### config.mk
export PLATFORM = sky130hd
export DESIGN_NAME = dataflow_rx_flat
export DESIGN_NICKNAME = d
export VERILOG_FILES = /design/src/rtl/dataflow_rx_if.sv /design/src/rtl/dataflow_rx.sv /design/src/flat_wrapper.sv
export SDC_FILE = /design/constraint.sdc
export NUM_CORES = 1
export LEC_CHECK = 0
export CORE_MARGIN = 8
export CORE_UTILIZATION = 58
export CTS_BUF_LIST = sky130_fd_sc_hd__clkbuf_4 sky130_fd_sc_hd__clkbuf_8 sky130_fd_sc_hd__clkbuf_16
export DETAILED_ROUTE_END_ITERATION = 16
export HOLD_SLACK_MARGIN = 0.02
export PLACE_DENSITY = 0.88
export SLEW_MARGIN = 0
export SYNTH_ARGS = -nofsm -noshare
export SYNTH_HDL_FRONTEND = slang
export SYNTH_SLANG_ARGS = --single-unit
### constraint.sdc
create_clock -name clk -period 3 [get_ports clk]
set_input_delay 0.3 -clock clk [delete_from_list [all_inputs] [get_ports clk]]
set_output_delay 0.3 -clock clk [all_outputs]
set_load 0.02 [all_outputs]
### src/rtl/dataflow_rx_if.sv
// Bundle of signals between the serial line side and the frame receiver.
// The master end drives the line and the parity option; the slave end is
// the receiver that returns the recovered word and its status flags.
interface dataflow_rx_if #(
    parameter int N = 8
);
    logic         rx;
    logic         parity_check;
    logic [N-1:0] D;
    logic         valid;
    logic         parity_err;
    logic         frame_err;
    logic         busy;

    modport master (
        output rx,
        output parity_check,
        input  D,
        input  valid,
        input  parity_err,
        input  frame_err,
        input  busy
    );

    modport slave (
        input  rx,
        input  parity_check,
        output D,
        output valid,
        output parity_err,
        output frame_err,
        output busy
    );
endinterface

### src/rtl/dataflow_rx.sv
// Serial frame receiver. Detects a start bit on an idle-high line, samples
// each slot at its mid-bit point, collects n data bits LSB-first, checks an
// optional parity bit and the stop bit, then presents the word with a
// one-cycle valid pulse and error flags.
module dataflow_rx #(
    parameter int n                    = 8,
    parameter bit parity_type_even_odd = 1'b1,
    parameter int CPB                  = 1
) (
    input  logic         clk,
    input  logic         rst,
    dataflow_rx_if.slave bus
);

    localparam int CW = (CPB > 1) ? $clog2(CPB) : 1;
    localparam int BW = (n > 1) ? $clog2(n) : 1;
    localparam int H  = (CPB - 1) / 2;
    localparam int HM1 = (H > 0) ? (H - 1) : 0;

    // Counter value at which a slot sample is taken once the start bit has
    // been confirmed: samples are then exactly CPB cycles apart.
    localparam logic [CW-1:0] CNT_LAST   = CW'(CPB - 1);
    // Counter value in START that lands on the mid-point of the start bit.
    // START is entered one cycle after detection, hence H-1.
    localparam logic [CW-1:0] START_LAST = CW'(HM1);
    localparam logic [BW-1:0] BIT_LAST   = BW'(n - 1);

    typedef enum logic [2:0] {
        S_IDLE      = 3'd0,
        S_START     = 3'd1,
        S_DATA      = 3'd2,
        S_PARITY    = 3'd3,
        S_STOP      = 3'd4,
        S_WAIT_IDLE = 3'd5
    } state_t;

    state_t          state_q,     state_d;
    logic [CW-1:0]   cnt_q,       cnt_d;
    logic [BW-1:0]   bit_q,       bit_d;
    logic [n-1:0]    shift_q,     shift_d;
    logic            p_q,         p_d;
    logic            par_flag_q,  par_flag_d;
    logic [n-1:0]    d_out_q,     d_out_d;
    logic            valid_q,     valid_d;
    logic            perr_q,      perr_d;
    logic            ferr_q,      ferr_d;

    logic            slot_sample;
    logic            exp_parity;

    // Mid-bit sample strobe for data, parity and stop slots.
    assign slot_sample = (cnt_q == CNT_LAST);

    // Parity bit the transmitter should have sent for the collected data.
    assign exp_parity = parity_type_even_odd ? (^shift_q) : ~(^shift_q);

    // State and datapath registers; reset discards any partial frame.
    always_ff @(posedge clk) begin
        if (rst) begin
            state_q    <= S_IDLE;
            cnt_q      <= '0;
            bit_q      <= '0;
            shift_q    <= '0;
            p_q        <= 1'b0;
            par_flag_q <= 1'b0;
            d_out_q    <= '0;
            valid_q    <= 1'b0;
            perr_q     <= 1'b0;
            ferr_q     <= 1'b0;
        end else begin
            state_q    <= state_d;
            cnt_q      <= cnt_d;
            bit_q      <= bit_d;
            shift_q    <= shift_d;
            p_q        <= p_d;
            par_flag_q <= par_flag_d;
            d_out_q    <= d_out_d;
            valid_q    <= valid_d;
            perr_q     <= perr_d;
            ferr_q     <= ferr_d;
        end
    end

    // Next-state and datapath updates for the frame sequencer.
    always_comb begin
        state_d    = state_q;
        cnt_d      = cnt_q;
        bit_d      = bit_q;
        shift_d    = shift_q;
        p_d        = p_q;
        par_flag_d = par_flag_q;
        d_out_d    = d_out_q;
        valid_d    = 1'b0;
        perr_d     = 1'b0;
        ferr_d     = 1'b0;

        case (state_q)
            S_IDLE: begin
                cnt_d = '0;
                bit_d = '0;
                if (!bus.rx) begin
                    p_d        = bus.parity_check;
                    shift_d    = '0;
                    par_flag_d = 1'b0;
                    // With H=0 the detection cycle is itself the start-bit
                    // sample and it already read 0, so the start is confirmed
                    // and the sequencer goes straight to the data slots.
                    state_d    = (H == 0) ? S_DATA : S_START;
                end
            end

            S_START: begin
                if (cnt_q == START_LAST) begin
                    cnt_d   = '0;
                    // A line back high at mid-start is a glitch, not a frame.
                    state_d = bus.rx ? S_IDLE : S_DATA;
                end else begin
                    cnt_d = cnt_q + CW'(1);
                end
            end

            S_DATA: begin
                if (slot_sample) begin
                    cnt_d          = '0;
                    shift_d[bit_q] = bus.rx;
                    if (bit_q == BIT_LAST) begin
                        bit_d   = '0;
                        state_d = p_q ? S_PARITY : S_STOP;
                    end else begin
                        bit_d = bit_q + BW'(1);
                    end
                end else begin
                    cnt_d = cnt_q + CW'(1);
                end
            end

            S_PARITY: begin
                if (slot_sample) begin
                    cnt_d      = '0;
                    par_flag_d = (bus.rx != exp_parity);
                    state_d    = S_STOP;
                end else begin
                    cnt_d = cnt_q + CW'(1);
                end
            end

            S_STOP: begin
                if (slot_sample) begin
                    cnt_d   = '0;
                    d_out_d = shift_q;
                    valid_d = 1'b1;
                    perr_d  = par_flag_q;
                    ferr_d  = ~bus.rx;
                    // A low stop bit means the line may be held in break;
                    // wait for it to go high before looking for a new start.
                    state_d = bus.rx ? S_IDLE : S_WAIT_IDLE;
                end else begin
                    cnt_d = cnt_q + CW'(1);
                end
            end

            S_WAIT_IDLE: begin
                cnt_d = '0;
                if (bus.rx) begin
                    state_d = S_IDLE;
                end
            end

            default: begin
                state_d = S_IDLE;
                cnt_d   = '0;
                bit_d   = '0;
            end
        endcase
    end

    assign bus.D          = d_out_q;
    assign bus.valid      = valid_q;
    assign bus.parity_err = perr_q;
    assign bus.frame_err  = ferr_q;
    // The valid cycle is already back in IDLE, yet still counts as busy.
    assign bus.busy       = (state_q != S_IDLE) || valid_q;

endmodule

### src/flat_wrapper.sv
// flat-port wrapper written by rule: the top's interface ports become plain ports
module dataflow_rx_flat 
#(
    parameter int n                    = 8,
    parameter bit parity_type_even_odd = 1'b1,
    parameter int CPB                  = 1
)
  (clk, rst, bus_rx, bus_parity_check, bus_D, bus_valid, bus_parity_err, bus_frame_err, bus_busy);
  dataflow_rx_if #(.N(8)) bus_i ();
  input  logic clk;
  input  logic rst;
  input wire logic [$bits(bus_i.rx)-1:0] bus_rx;
  input wire logic [$bits(bus_i.parity_check)-1:0] bus_parity_check;
  output wire logic [$bits(bus_i.D)-1:0] bus_D;
  output wire logic [$bits(bus_i.valid)-1:0] bus_valid;
  output wire logic [$bits(bus_i.parity_err)-1:0] bus_parity_err;
  output wire logic [$bits(bus_i.frame_err)-1:0] bus_frame_err;
  output wire logic [$bits(bus_i.busy)-1:0] bus_busy;
  assign bus_i.rx = bus_rx;
  assign bus_i.parity_check = bus_parity_check;
  assign bus_D = bus_i.D;
  assign bus_valid = bus_i.valid;
  assign bus_parity_err = bus_i.parity_err;
  assign bus_frame_err = bus_i.frame_err;
  assign bus_busy = bus_i.busy;
  dataflow_rx #(.n(n), .parity_type_even_odd(parity_type_even_odd), .CPB(CPB)) u_core (.clk(clk), .rst(rst), .bus(bus_i));
endmodule
* Word-level counts from Yosys, hierarchy flattened *
Index checks and enable logic that the tools add are counted.

storage, ports and cells
  bits in registers = 28
  word-level logic and storage cells = 75

operators by class
  add/sub/neg operators = 2
  magnitude comparators = 2
  equal/unequal tests = 14
  bitwise operators = 5
  muxes and demuxes = 24
  reductions and logical operators = 18

operators with widths
  kind                   number
  $mux W3                11
  $pmux W3 S6            1
  $mux W8                2
  $pmux W8 S2            1
  $ne A2 B2 Y1 const B   6
  $eq A3 B3 Y1 const B   3
  $bwmux W8              1
  $reduce_or A4 Y1       2
  $reduce_xor A8 Y1      1
  $reduce_and A7 Y1      1
  $eq A3 B2 Y1 const B   2
  $pmux W3 S2            1
  $reduce_and A2 Y1      3
  $reduce_and A3 Y1      2
  $reduce_or A3 Y1       2
  $not A1 Y1             5
  $lt A3 B4 Y1 const B   1
  $mux W1                4
  $reduce_bool A2 Y1     2
  $add A3 B1 Y3 const B  1
  $demux W1 S3           1
  $eq A3 B1 Y1 const B   1
  $ge A3 B1 Y1 const B   1
  $logic_not A3 Y1       1
  other kinds (9)        9

* Depth between registers and ports, before layout *
  depth in word-level cells = 7
  mapped depth = 6

* Worst setup path after synthesis *
Ideal clock, no wire load.

  path type = reg2reg
  start point = register u_core.bit_q[1]
  end point = register u_core.state_q[2]
  data required time = 2.914 ns
  setup slack = 1.385 ns
  stages on the path, launching flop included = 7
  path buffers = 0
  data arrival time = 1.529 ns
  cell sequence = dfxtp_1 -> ha_1 -> ha_1 -> nor2b_1 -> o21ai_0 -> a311oi_1 -> a211oi_1

on the way
  cells in the longest elaborated chain, start to end = 3

RTL lines
  what                         RTL line            text
  from (decl)                  dataflow_rx.sv:39   logic [BW-1:0] bit_q, bit_d;
  from (signal assigned)       dataflow_rx.sv:73   bit_q <= bit_d;
  $eq A3 B3 Y1                 dataflow_rx.sv:126  if (bit_q == BIT_LAST) begin
  $ne A2 B1 Y1 (no line)       -
  $reduce_and A7 Y1 (no line)  -
  to (signal assigned)         dataflow_rx.sv:71   state_q <= state_d;
  to (decl)                    dataflow_rx.sv:37   state_t state_q, state_d;

No other way between the ends.
A chain may end at the register's enable or synchronous reset.

* Worst setup path in the final report *
  start point = register u_core.state_q[0]
  end point = output port bus_busy

on the way
  cells in the longest elaborated chain, start to end = 2

RTL lines
  what                RTL line            text
  $reduce_bool A3 Y1  dataflow_rx.sv:182  assign bus.busy = (state_q != S_IDLE) || valid_q;
  $logic_or A1 B1 Y1  dataflow_rx.sv:182
  to (decl)           flat_wrapper.sv:18  output wire logic [$bits(bus_i.busy)-1:0] bus_busy;

No other way between the ends.

==> run summary <==
sequential area share after synthesis: 0.409
PwrDens: 561 nW/um2
Comb pwr share: 0.226
status: complete, no violations
Tot Pwr: 0.870 mW
maximum clock frequency: 465 MHz
post-layout net count: 185
CTS Buf Count: 3
flop2flop setup slack: 1020 ps
Skew-Pair Late Insertion Delay: 320 ps
Fillers: 182
pre-CTS setup slack: 936 ps
Core Box Area: 2230 um2
H-tree levels: 1
RSZ-0062 raised after global routing: false
Leak: 0.560 nW
crit path DAT: 1850 ps
syn_area_per_cell: 8.01 um2
Inst Count DP: 202
initial antenna violation count: 0
Final Setup Violations: 0
I/O Buffers: 15
Multi-input gate area: 738 um2
Hold Startpoint: u_core.bus.D[0]$_SDFFE_PP0P_
Mapped Area: 1370 um2
Critical Path RT: 2700 ps
# hold bufs at CTS: 0
slew margin rel.: 0.366
Sink Count: 28
pin count of the biggest net entering global routing: 28
global route overflow: 0
die area: 4170 um2
Post-synth EDFFs: 0
synth unique cells: 41
Worst Hold Class: flop to flop
Cells after Synth: 171
#FFs+latches synth: 28
peak supply drop: 0.327 mV
Final Skew: 2.24 ps
Synthesized Nets: 177
worst-path fanout max: 16
vias: 1249
DP Wirelength: 2.08 mm
Synth area leader: dfxtp_1
Iteration-0 DRC Markers: 63
sw frac: 0.306
Layout area overhead: 13.2%
period utilisation layout: 0.717
Clock Power Share: 0.283
Crit. End Element: output port
gpl congestion: 0.871
Fin. Hold Viols: 0
Crit. Startpoint: u_core.state_q[0]$_SDFFE_PP0P_
Clock Pin Slew Worst Setup and Hold Paths: 150 ps
post-CTS sizing: 0
first-pass GRT wire length: 5.01 mm
GRT Total Usage: 0.145
Slew Viols, Final: 0
Setup Buffers After CTS: 0
register area: 561 um2
Area contributors post-synth: dfxtp_1 (41%), a21oi_1 (8.8%), nand2_1 (6.8%), o21ai_0 (4.0%), xnor2_1 (2.6%)
measured slew at the worst slew-check pin: 948 ps
routed length per instance: 14.4 um
setup TNS: 0 ps
most frequent cell after synthesis: dfxtp_1
max-cap violations: 0
die width: 64.6 um
Ports: 16
Final WS setup: 848 ps
CTS tree: yes
drt first pass iters: 4
Switch Pwr: 0.266 mW
drt drc: 0
sequential cell fraction of total power: 0.490
clock buffer depth: 2
Final min period: 2150 ps
vias in the first global route: 1111
root buf cell: clkbuf_4
Int Pwr: 0.604 mW
yosys warns: 0
Primary FF master, synth: dfxtp_1
DRT Wirelength: 2.97 mm
Initial Util: 0.613
Diodes inserted: 0
share of Yosys cell area claimed by the top area cell type: 0.409
Die Ht: 64.6 um
Non-Filler Instances: 206
vias per std cell: 6.06
asr flop ratio synth: 0
origin of the critical flop-to-flop path: u_core.bit_q[0]$_SDFFE_PP0P_
critical path class: flop to output port
Rows: 17
Setup crit start kind: flop
DRT antenna net count: 0
commonest cells in the netlist: dfxtp_1 (28), nand2_1 (25), a21oi_1 (24)
ratio of cells with drive above 1 in the final layout: 0.0449
-- logic make-up after synthesis --
group,share of synthesized area
and+or+nand+nor,0.228
AOI/OAI and AO/OA,0.213
DFF,0.409
buffers and inverters,0.0520
xor gates and xnor gates,0.0548
muxes,0.0219
adders and majority gates,0.0183
other,0.00274
-- path summary, 6_finish.rpt --
| kind | to | cells past startpoint |
|---|---|---|
| hold reg to reg | u_core.bus.D[0]$_SDFFE_PP0P_ | 2 |
| setup reg to reg | u_core.state_q[2]$_SDFFE_PP0P_ | 6 |
| hold / removal | u_core.bus.D[0]$_SDFFE_PP0P_ | 2 |
| setup / recovery | bus_busy | 3 |
-- registers in the layout, summed over array words and instances (netlist names) --
name	cells
u_core.bus.frame_err	1
u_core.par_flag_q	1
u_core.state_q	3
u_core.shift_q	8
u_core.bus.parity_err	1
u_core.bit_q	3
u_core.bus.valid	1
u_core.p_q	1
u_core.bus.D	8
u_core.cnt_q	1
-- final cells by class --
| cell class | instances | area share |
|---|---|---|
| inverters | 4 | 0.00968 |
| well taps | 28 | 0.0226 |
| flip-flops and latches | 28 | 0.361 |
| multi-input cells | 127 | 0.476 |
| repair buffers | 15 | 0.0968 |
| clock inverters | 1 | 0.0194 |
| clock buffers | 3 | 0.0145 |
-- power groups by stage --
stage	Sequential, mW	Combinational [mW]	Clock, mW
floorplan	0.405	0.181	0
global placement	0.431	0.181	0
detailed placement	0.433	0.191	0
CTS	0.425	0.195	0.250
global route	0.431	0.216	0.263
finish	0.427	0.197	0.247
-- per-stage QoR --
stage           util  hold slack, ps  instance area, um2
6_report       0.695             465                1550
2_1_floorplan      -             423                1370
3_5_place_dp   0.671             449                1500
4_1_cts        0.695             468                1550
3_3_place_gp   0.671             437                1500
5_1_grt        0.695             484                1550
-- critical path, cell delays in order, from the launching register on --
cell             delay (ps)
dfxtp_1                 640
nor2_1                  180
nand2_1                 100
clkdlybuf4s50_1         600
-- cells in the final DEF, fill, tap and decap left out, types with 2 or more instances in the layout --
cell / instances
xor2_1: 2
o21ai_0: 11
clkbuf_4: 3
inv_1: 3
clkdlybuf4s50_1: 15
nand2b_1: 3
xnor2_1: 4
nor2_1: 9
or3_1: 2
a31oi_1: 3
nor3_1: 5
nand3_1: 6
mux2i_1: 3
ha_1: 2
a21o_1: 2
and4_1: 2
or2_2: 2
a21oi_1: 24
nand2_1: 25
nor2b_1: 4
dfxtp_1: 28
-- layer usage --
metal,vias up,part of all wire,GRT usage
li1,610,-,-
met1,588,0.43,0.182
met2,47,0.49,0.234
met3,4,0.071,0.0292
met4,0,0.013,0.0627
met5,-,0,0
Power figures use the tool's default switching activity.
==> variant 1, RTL diff (same settings) <==
`parity_type_even_odd` is set to 1'b1 in 2 places; all go to 1'b0.
--- a/src/rtl/dataflow_rx.sv
+++ b/src/rtl/dataflow_rx.sv
@@ -6,3 +6,3 @@
     parameter int n                    = 8,
-    parameter bit parity_type_even_odd = 1'b1,
+    parameter bit parity_type_even_odd = 1'b0,
     parameter int CPB                  = 1
--- a/src/flat_wrapper.sv
+++ b/src/flat_wrapper.sv
@@ -4,3 +4,3 @@
     parameter int n                    = 8,
-    parameter bit parity_type_even_odd = 1'b1,
+    parameter bit parity_type_even_odd = 1'b0,
     parameter int CPB                  = 1
Check against the original RTL: no difference found for any inputs over 10 cycles, from zero or initial values and one cycle with rst high; that may be too few to reach the edited logic, so the function may still have changed.
==> variant 1 against the unedited design <==
Worst hold slack gained 4.1 ps. Count of clock-buffer cells in the layout unchanged. Synthesized area decreased by 0.27%. Global-route usage is 1.0 points higher. Combinational power is 20% lower. Sequential share of layout area is 0.058 points higher. Worst setup slack better by 45 ps. Final area is 0.16% lower. Synthesized cell count is 1.8% lower. Via count is 1.0% higher. Routed wire length increased by 6.2%. Sequential cell count did not move. Critical path depth unchanged. Total power is 6.1% lower.
==> variant 1: results (changes against the unedited design) <==
Max Root-Sink Buffers: 2 (unchanged)
Met3 GRT Util: 0.0309 (was 0.0292)
Worst vdd ir: 0.000303 V (was 0.000327 V)
Vias per std cell: 6.19 (was 6.06)
Avg WL per Cell: 15.4 um (was 14.4 um)
TritonCTS Buffers: 3 (unchanged)
Arr. time, crit path: 1810 ps (was 1850 ps)
PortBufs: 15 (unchanged)
Worst Hold Path EP: u_core.bus.D[0] (unchanged)
Result of the run: finished, final reports clean (unchanged)
Post-CTS setup buffers: 0 (unchanged)
Leak Pwr: 0.551 nW (was 0.560 nW)
Reg2reg end: u_core.state_q[0] (was u_core.state_q[2])
Grt met1 use: 0.174 (was 0.182)
Clock transition at path regs: 160 ps
Number of global-route vias before repair: 1,206 (was 1,111)
R2R Path Start: u_core.bit_q[0] (unchanged)
Placed Cells: 200 (was 202)
Hold slack: 469 ps (was 465 ps)
Avg Cell Area, Syn: 8.13 sq um (was 8.01 sq um)
Dpl hpwl: 2.21 mm (was 2.08 mm)
Post-DP Area: 1500 sq um (about the same)
Clock power frac: 0.306 (was 0.283)
Fin nets: 183 (was 185)
Met2 Use GR: 0.282 (was 0.234)
Root Driver: clkbuf_4 (unchanged)
CP max FO: 11 (was 16)
Post-synth top cells: a21oi_1 (29), dfxtp_1 (28), nand2_1 (26) (was dfxtp_1 (28), nand2_1 (25), a21oi_1 (24))
Top Metal Used: met4 (unchanged)
R2r setup slk: 1120 ps (was 1020 ps)
Critical Path Start: u_core.state_q[0] (unchanged)
Switching pwr: 0.000234 W (was 0.000266 W)
Top cells by area in the synthesized netlist: dfxtp_1 (41%), a21oi_1 (11%), nand2_1 (7.1%) (was dfxtp_1 (41%), a21oi_1 (8.8%), nand2_1 (6.8%))
Distinct cells, synth: 41 (unchanged)
Final worst clock skew: 8.87 ps (was 2.24 ps)
Pre-CTS setup slack: 1000 ps (was 936 ps)
Largest net degree at the start of global routing: 28 (unchanged)
Hold Path Depth: 2 (unchanged)
WL met2: 1.58 mm (was 1.45 mm)
Overall Power: 0.000818 W (was 0.000870 W)
First-pass GRT wire length: 5.35 mm (was 5.01 mm)
Drt pass-1 iters: 4 (unchanged)
Asr flop ratio synth: 0 (unchanged)
Worst path max stage delay: 600 ps (was 640 ps)
Htree depth: 1 (unchanged)
YS warnings: 0 (unchanged)
Tot GR Track Use: 0.155 (was 0.145)
First DRT Iteration DRCs: 44 (was 63)
Met1 Routed Length: 1.30 mm (was 1.26 mm)
Slew at the pin with the worst max-slew slack: 951 ps (was 948 ps)
Share of layout cells above drive strength 1: 0.0455 (was 0.0449)
Met3 Wirelength: 244 um (was 211 um)
Clock Latency Late Sink: 330 ps
RePlAce Congestion: 0.850 (was 0.871)
Sequential cell area fraction in the yosys report: 0.410 (was 0.409)
Inserted Diodes: 0 (unchanged)
Vias: 1,262 (was 1,249)
Syn nets: 174 (was 177)
Initial antenna violation count: 0 (unchanged)
Combinational power share: 0.192 (was 0.226)
[variant 1: cell types whose count changed in the layout (fill, tap and decap cells not counted), moves of 2 or more]
cell | before | now
a21oi_1 | 24 | 29
nand3_1 | 6 | 4
nor3_1 | 5 | 3
o21a_1 | 0 | 2
o21ai_0 | 11 | 9
or2_2 | 2 | 0
or3_1 | 2 | 0
or4_1 | 0 | 3
[variant 1: area by class of cell]
type / count / area, sq um
Timing Repair Buffer: 15 / 150
Inverter: 4 / 17.5
Clock buffer: 3 / 22.5
Clock inverter: 1 / 30.0
Multi-Input combinational cell: 125 / 733
Sequential cell: 28 / 561
Fill cell: 170 / 663
Tap cell: 28 / 35.0
[variant 1: cell families after synthesis]
| kind of cell | synth area share |
|---|---|
| compound gates | 0.226 |
| xor+xnor | 0.0549 |
| fa+ha+maj | 0.0183 |
| buf+inv | 0.0531 |
| flops | 0.410 |
| mux | 0.0229 |
| other cells | 0.00274 |
| simple gates | 0.212 |
==> variant 2, RTL diff (same flow settings) <==
Without the edit above. Make the reset (`rst`) asynchronous in one clocked block.
--- a/src/rtl/dataflow_rx.sv
+++ b/src/rtl/dataflow_rx.sv
@@ -57,3 +57,3 @@
     // State and datapath registers; reset discards any partial frame.
-    always_ff @(posedge clk) begin
+    always_ff @(posedge clk or posedge rst) begin
         if (rst) begin
Formal check against the unedited RTL: differs if rst is asserted again (counterexample within 4 cycles, from zero or initial values and one cycle with rst high); with rst held inactive, the same outputs for 10 cycles.
==> variant 2 against the unedited design <==
Worst setup slack lost 230 ps. Worst hold slack gained 12 ps. Sequential cell count decreased by 1. Final area shrank 2.8%. Synthesized cell count down 29%. Routed wire length shrank 18%. Synthesized area decreased by 3.3%. Non-clock buffer count is 2 higher. Critical path type unchanged. Highest routed layer unchanged.
Power is not compared: it rests on default switching activity, and its combinational part moved more than twofold at a synthesized area within 25%.
==> variant 2: results (changes against the unedited design) <==
Clock Latency Late Sink: 320 ps (about the same)
Fin nets: 141 (was 185)
Syn nets: 127 (was 177)
Post-synthesis adder-cell area fraction: 0.0189 (was 0.0183)
Leak Pwr: 0.696 nW
Commonest register cell after synthesis: dfrtp_1 (was dfxtp_1)
Share of layout cells above drive strength 1: 0.127 (was 0.0449)
Mux cell area share after synthesis: 0.0680 (was 0.0219)
Slew at the pin with the worst max-slew slack: 970 ps (was 948 ps)
First DRT Iteration DRCs: 38 (was 63)
Post-synth top cells: dfrtp_1 (27), o21ai_0 (12), mux2_2 (8) (was dfxtp_1 (28), nand2_1 (25), a21oi_1 (24))
Sequential cell area fraction in the yosys report: 0.510 (was 0.409)
First-pass GRT wire length: 4.15 mm (was 5.01 mm)
Clock transition at path regs: 140 ps
Number of global-route vias before repair: 877 (was 1,111)
Final worst clock skew: 4.46 ps (was 2.24 ps)
Initial antenna violation count: 0 (unchanged)
CP max FO: 16 (unchanged)
Result of the run: finished, final reports clean (unchanged)
HP Class: input port to async pin (was flop to flop)
R2R Path Start: u_core.state_q[2] (was u_core.bit_q[0])
Vias: 935 (was 1,249)
Synth Area in XOR/XNOR: 0.0623 (was 0.0548)
RePlAce Congestion: 0.852 (was 0.871)
Largest family of logic cells by synthesized area: compound AO/OA/AOI/OAI gates (was simple AND/OR/NAND/NOR gates)
Avg WL per Cell: 15.0 um (was 14.4 um)
Fill count: 148 (was 182)
Arr. time, crit path: 2080 ps (was 1850 ps)
Tot GR Track Use: 0.126 (was 0.145)
Asr flop ratio synth: 1.00 (was 0)
Compound-Gate Fraction of Synth Area: 0.158 (was 0.213)
Top cells by area in the synthesized netlist: dfrtp_1 (51%), mux2_2 (6.8%), o21ai_0 (4.5%) (was dfxtp_1 (41%), a21oi_1 (8.8%), nand2_1 (6.8%))
Distinct cells, synth: 39 (was 41)
Htree depth: 1 (unchanged)
Dpl hpwl: 1.78 mm (was 2.08 mm)
Critical Path Start: u_core.state_q[0] (unchanged)
## variant 2: critical path, stage by stage (launching register included)
cell,delay (ps)
dfrtp_1,580
or4_1,610
clkdlybuf4s50_1,570
## variant 2: worst paths after layout
check                                   endpoint  slack, ps  cells past startpoint
setup / recovery                        bus_busy        620                      2
hold / removal              u_core.bus.frame_err        480                      2
setup reg to reg                 u_core.bus.D[7]       1360                      3
hold reg to reg            u_core.bus.parity_err        490                      1
max in group asynchronous        u_core.bit_q[0]       1930                      2
min in group clk           u_core.bus.parity_err        490                      1
## variant 2: metal layers
metal,part of all wire,vias to the layer above,global-route usage
met4,0.023,0,0.0808
met5,0,-,0
met3,0.060,7,0.0331
met1,0.43,439,0.152
met2,0.49,30,0.196
li1,-,459,-
## variant 2: per-stage QoR
stage	hold WS [ps]	std cells	instance area [sq um]	utilization	setup WS, ps
floorplan	353	121	1330	-	1510
global placement	465	158	1480	0.676	1080
detailed placement	467	158	1480	0.676	1040
CTS	497	162	1510	0.688	622
global route	524	162	1510	0.688	572
finish	477	162	1510	0.688	618
## variant 2: cell families (layout without fill, tap and decap cells)
family	count (synthesis)	after routing
buffers and inverters	12	25
XOR/XNOR	7	7
AO/OA/AOI/OAI	34	34
flip-flops	27	27
multiplexers	8	8
AND/OR/NAND/NOR	31	31
adder cells (fa/ha/maj)	2	2
## variant 2: layout make-up
| cell class | instances | share of cell area |
|---|---|---|
| flip-flops and latches | 27 | 0.448 |
| well taps | 28 | 0.0232 |
| multi-input cells | 82 | 0.391 |
| clock inverters | 1 | 0.00332 |
| repair buffers | 17 | 0.110 |
| clock buffers | 3 | 0.0149 |
| inverters | 4 | 0.00996 |
## variant 2: power breakdown
part | switching [W] | internal, W | leakage, nW
logic | 0.000325 | 0.000350 | 0.319
registers | 0.000150 | 0.000479 | 0.359
clock network | 0.000104 | 0.0000500 | 0.0177
